`src/rtl/decode_stage.sv`:
```
// Instruction decode stage: single-word instructions decode directly, and
// two-word instructions hold their first word until the immediate arrives.
//
//   state   | meaning
//   --------+---------------------------------------------------------
//   S_WORD1 | expecting the first word of an instruction
//   S_IMM   | first word held, waiting for its immediate word
module decode_stage #(
    parameter int          IW           = 16,
    parameter logic [1:0]  TWO_WORD_TAG = 2'b11
) (
    input  logic          clk,
    input  logic          reset,
    input  logic [IW-1:0] instr_in,
    input  logic          instr_valid,
    input  logic          stall,
    input  logic          flush,
    output logic [4:0]    opcode,
    output logic [2:0]    rdst,
    output logic [2:0]    rsrc1,
    output logic [2:0]    rsrc2,
    output logic [IW-1:0] imm,
    output logic          has_imm,
    output logic          dec_valid,
    output logic          wait_imm
);

    typedef enum logic {
        S_WORD1 = 1'b0,
        S_IMM   = 1'b1
    } state_t;

    state_t     state;
    logic [4:0] opcode_held;
    logic [2:0] rdst_held;
    logic [2:0] rsrc1_held;
    logic [2:0] rsrc2_held;

    always_ff @(posedge clk or negedge reset) begin
        if (!reset) begin
            state       <= S_WORD1;
            opcode_held <= '0;
            rdst_held   <= '0;
            rsrc1_held  <= '0;
            rsrc2_held  <= '0;
            opcode      <= '0;
            rdst        <= '0;
            rsrc1       <= '0;
            rsrc2       <= '0;
            imm         <= '0;
            has_imm     <= 1'b0;
            dec_valid   <= 1'b0;
            wait_imm    <= 1'b0;
        end else if (flush) begin
            state       <= S_WORD1;
            opcode_held <= '0;
            rdst_held   <= '0;
            rsrc1_held  <= '0;
            rsrc2_held  <= '0;
            opcode      <= '0;
            rdst        <= '0;
            rsrc1       <= '0;
            rsrc2       <= '0;
            imm         <= '0;
            has_imm     <= 1'b0;
            dec_valid   <= 1'b0;
            wait_imm    <= 1'b0;
        end else if (!stall) begin
            dec_valid <= 1'b0;
            case (state)
                S_WORD1: begin
                    if (instr_valid) begin
                        if (instr_in[15:14] == TWO_WORD_TAG) begin
                            // Outputs keep their last value; dec_valid low marks them stale.
                            opcode_held <= instr_in[15:11];
                            rdst_held   <= instr_in[10:8];
                            rsrc1_held  <= instr_in[7:5];
                            rsrc2_held  <= instr_in[4:2];
                            state       <= S_IMM;
                            wait_imm    <= 1'b1;
                        end else begin
                            opcode    <= instr_in[15:11];
                            rdst      <= instr_in[10:8];
                            rsrc1     <= instr_in[7:5];
                            rsrc2     <= instr_in[4:2];
                            imm       <= '0;
                            has_imm   <= 1'b0;
                            dec_valid <= 1'b1;
                        end
                    end
                end
                S_IMM: begin
                    if (instr_valid) begin
                        opcode    <= opcode_held;
                        rdst      <= rdst_held;
                        rsrc1     <= rsrc1_held;
                        rsrc2     <= rsrc2_held;
                        imm       <= instr_in;
                        has_imm   <= 1'b1;
                        dec_valid <= 1'b1;
                        state     <= S_WORD1;
                        wait_imm  <= 1'b0;
                    end
                end
                default: begin
                    state    <= S_WORD1;
                    wait_imm <= 1'b0;
                end
            endcase
        end
    end

endmodule
```
`config.mk`:
```
export PLATFORM = sky130hd
export DESIGN_NAME = decode_stage
export DESIGN_NICKNAME = d
export VERILOG_FILES = /design/src/rtl/decode_stage.sv
export SDC_FILE = /design/constraint.sdc
export NUM_CORES = 1
export LEC_CHECK = 0
export ABC_AREA = 1
export CORE_ASPECT_RATIO = 1.4
export CORE_MARGIN = 1
export CORE_UTILIZATION = 49
export DETAILED_ROUTE_END_ITERATION = 10
export HOLD_SLACK_MARGIN = 0.08
export PLACE_DENSITY = 0.87
export SLEW_MARGIN = 20
export SYNTH_ARGS = -nofsm -noshare
export SYNTH_HDL_FRONTEND = slang
export SYNTH_SLANG_ARGS = --single-unit
```
`constraint.sdc`:
```
create_clock -name clk -period 1.5 [get_ports clk]
set_clock_uncertainty 0.05 [all_clocks]
set_input_delay 0.3 -clock clk [delete_from_list [all_inputs] [get_ports clk]]
set_output_delay 0.3 -clock clk [all_outputs]
set_load 0.03 [all_outputs]
```
==> summary by stage <==
Finish
The share of final-layout standard cells stronger than drive strength 1 is between 10% and 20%. The count of antenna diodes in the layout is 0. After routing the design area is 3010 sq um. The number of fill cells is 357. From synthesis to final layout, the design area changed by 34.2%. The net count of the finished layout is 353.

The final standard cell utilization of the core is a little over two thirds. The total area of sequential cells is roughly 1200 sq um. The area of the multi-input gates is 883 sq um. For this run, the number of standard cells in the final layout without fillers is just under 400.

Floorplan
The die covers slightly below 5000 sq um. The floorplan die width is roughly 59 um. The total area inside the core boundary comes to roughly 4300 sq um. In this run the count of I/O pins placed on the die edge is 54. The die is between 80 and 90 um tall.

The floorplan has 28 rows. The starting density of the core is between 50 and 60%.

Drt
For this block, the via count after detailed routing is between 2,000 and 2,500. The post-detailed-route wirelength per cell is between 10 and 15 um. The total detailed-routing wirelength is around 5700 um.

The first-pass detailed-route iteration total is 4. In the routed design, unresolved DRC markers number 0. The ratio of routed vias to standard cells is about 5.4. In this run the remaining antenna-violating nets after routing total 0. After the first detailed-routing iteration, the DRC count stood at about 160.

Yosys
In this run, distinct cell masters in the synthesized netlist total 17. During synthesis, Yosys emitted a total of 0 warnings. The synthesized netlist occupies a cell area of 2240 sq um. After technology mapping, the gate count stands at between 200 and 300. The count of state elements after synthesis is 48. The average size of a mapped cell is between 8 and 9 sq um. For this run, the register share of the synthesized area comes to between 50% and 60%. When the netlist entered floorplanning its net count stood at 285.

Timing
At the pin with the least slew margin, the transition time is 0.473 ns. The worst max-slew margin expressed relative to the limit is between 60% and 70%. Setup repair after global routing left no endpoint under its margin. The number of hold-slack violations in the final timing report was 0. The part of the cycle the worst path needs is 94.5%. The number of setup violations in the final report is 0.

The fmax is between 700 and 800 MHz. The number of pins with negative max-slew slack in the final report is 0. Across all hold checks on the routed design, the worst slack comes to about 0.42 ns.

The minimum clock period is 1.42 ns.

Placed design
The total instance count after detailed placement is between 300 and 400. The count of buffers from port buffering is between 50 and 60. Routability-driven placement finished with a final weighted congestion of about 0.90. The HPWL after detailed placement is between 4000 and 5000 um.

The area of placed instances is a little under 3000 sq um.

Hold path
The worst min-delay path category is flop to flop.

Global route
The number of global-route vias before repair came to 2,000. For this run the aggregate overflow at the end of global routing stands at 0. The global-route wire length before repair is around 9700 um.

Global routing consumed, over all layers together, about 27% of the routing resources. The number of antenna violations at the first check in global routing was 0. The largest net degree at the start of global routing is 31.

Outcome
The flow ran to the end, and the final reports show no timing, DRC or antenna violations.

Clocking
The clock tree from TritonCTS is done. The cell chosen for the clock root is sky130_fd_sc_hd__clkbuf_8. The number of clock buffers inserted by TritonCTS is 5. Clock-pin slew was measured on the worst setup and hold paths at about 0.080 ns. In this run the deepest clock path goes through 2 buffers.

Once the clock tree was built, the setup fixing pass inserted 0 buffers. The clock drives 48 sinks. The clock latency on the worst-skew pair is between 0.2 and 0.3 ns. The number of levels in the clock H-tree is 2.

Setup path
The worst path arrival time is roughly 1.1 ns. The delay of the slowest critical-path stage is around 0.4 ns. Traced cell by cell, the critical path runs through dlygate4sd2_1. Along the worst path, the maximum fanout reaches 2. The worst endpoint required time is approximately 1.2 ns.

The critical path buffer and inverter count is 1. The largest individual stage delay along the critical path comes from the cell sky130_fd_sc_hd__dlygate4sd2_1. STA classifies the critical path endpoint as an output port. Grouping stages by cell kind, the critical path spends the most delay in buffers and inverters.

The startpoint-to-endpoint class of the critical path is flop to output port. The startpoint class of the critical path is a flop.

Pwr
VDD sags by at most ~0.63 mV. The static leakage power is 1.74 nW. The overall power of the completed layout is 0.00269 W. Power spread over the standard cell area amounts to 893 nW/um^2.

Run
Across the run, the number of max-cap violations was 0.
metal layers:
metal,GRT usage (%),share of wire (%),up-vias
met3,3.31,5.2,9
met1,35.3,40,1002
met2,45.5,53,105
met4,9.05,2.0,0
met5,0,0,-
li1,-,-,998
state kept, by name, indices dropped and copies added (netlist names):
signal       count
dec_valid        1
has_imm          1
imm             16
opcode           5
opcode_held      5
rdst             3
rdst_held        3
rsrc1            3
rsrc1_held       3
rsrc2            3
rsrc2_held       3
state            1
wait_imm         1
layout make-up:
cell class                 instances  area share (%)
tap                               60            2.49
clock inverter                     1           0.166
timing repair buffer              79            25.2
sequential                        48            39.9
multi-input combinational        194            29.4
clock buffer                       6            2.41
inverter                           4           0.499
cell families after synthesis:
group,synth area share [%]
buffers and inverters,7.03
AND/OR/NAND/NOR,39.0
AO/OA/AOI/OAI,0.446
flip-flops,53.6
power by group:
part	switching [W]	internal (W)	total, W
Combinational	0.000335	0.000213	0.000548
Sequential	0.0000482	0.00138	0.00142
Clock	0.000396	0.000317	0.000714
Total	0.000780	0.00191	0.00269
Yosys cell counts, drive strengths merged:
cell type    n  area [sq um]
nor2         2          23.8
nand2      129           502
dfrtp       48          1200
nand4       12          75.1
inv          4          15.0
o21ai        2          10.0
nand3b       1          7.51
buf         16           135
nand3       48           265
clkbuf       2          7.51
path summary, 6_finish.rpt:
| kind | startpoint | end | slack, ns | cells after the start |
|---|---|---|---|---|
| hold / removal | imm[2] | imm[2] | 0.42 | 2 |
| max in group asynchronous | reset | rdst_held[0] | 0.45 | 3 |
| hold reg to reg | imm[2] | imm[2] | 0.42 | 2 |
| setup / recovery | opcode[4] | opcode[4] | 0.08 | 1 |
| min in group asynchronous | reset | imm[14] | 0.44 | 2 |
| setup reg to reg | state | rdst[1] | 0.20 | 6 |
layout by cell type (no fill, tap or decap), types with 2 or more instances in the layout:
master	instances
sky130_fd_sc_hd__inv_2	2
sky130_fd_sc_hd__clkbuf_8	5
sky130_fd_sc_hd__nand2_1	126
sky130_fd_sc_hd__nand3_4	2
sky130_fd_sc_hd__o21ai_0	2
sky130_fd_sc_hd__buf_12	6
sky130_fd_sc_hd__dlygate4sd2_1	33
sky130_fd_sc_hd__nand3_1	46
sky130_fd_sc_hd__buf_4	19
sky130_fd_sc_hd__inv_1	2
sky130_fd_sc_hd__clkdlybuf4s50_1	19
sky130_fd_sc_hd__nand2_4	2
sky130_fd_sc_hd__nand4_1	12
sky130_fd_sc_hd__dfrtp_1	48
through the flow:
stage	worst slack, ns	TNS (ns)
final	0.0820	0
after detailed placement	-0.145	-4.64
after global routing	0.0344	0
after CTS	0.0705	0
after floorplan	0.233	0
after global placement	-0.0922	-2.65
what timing repair did:
action	in CTS	in global routing
hold endpoints to repair	18	0
resized for setup	33	0
hold buffers	1	0
endpoints found under the setup margin	33	0
No activity file was read; power rests on OpenSTA's default activity.
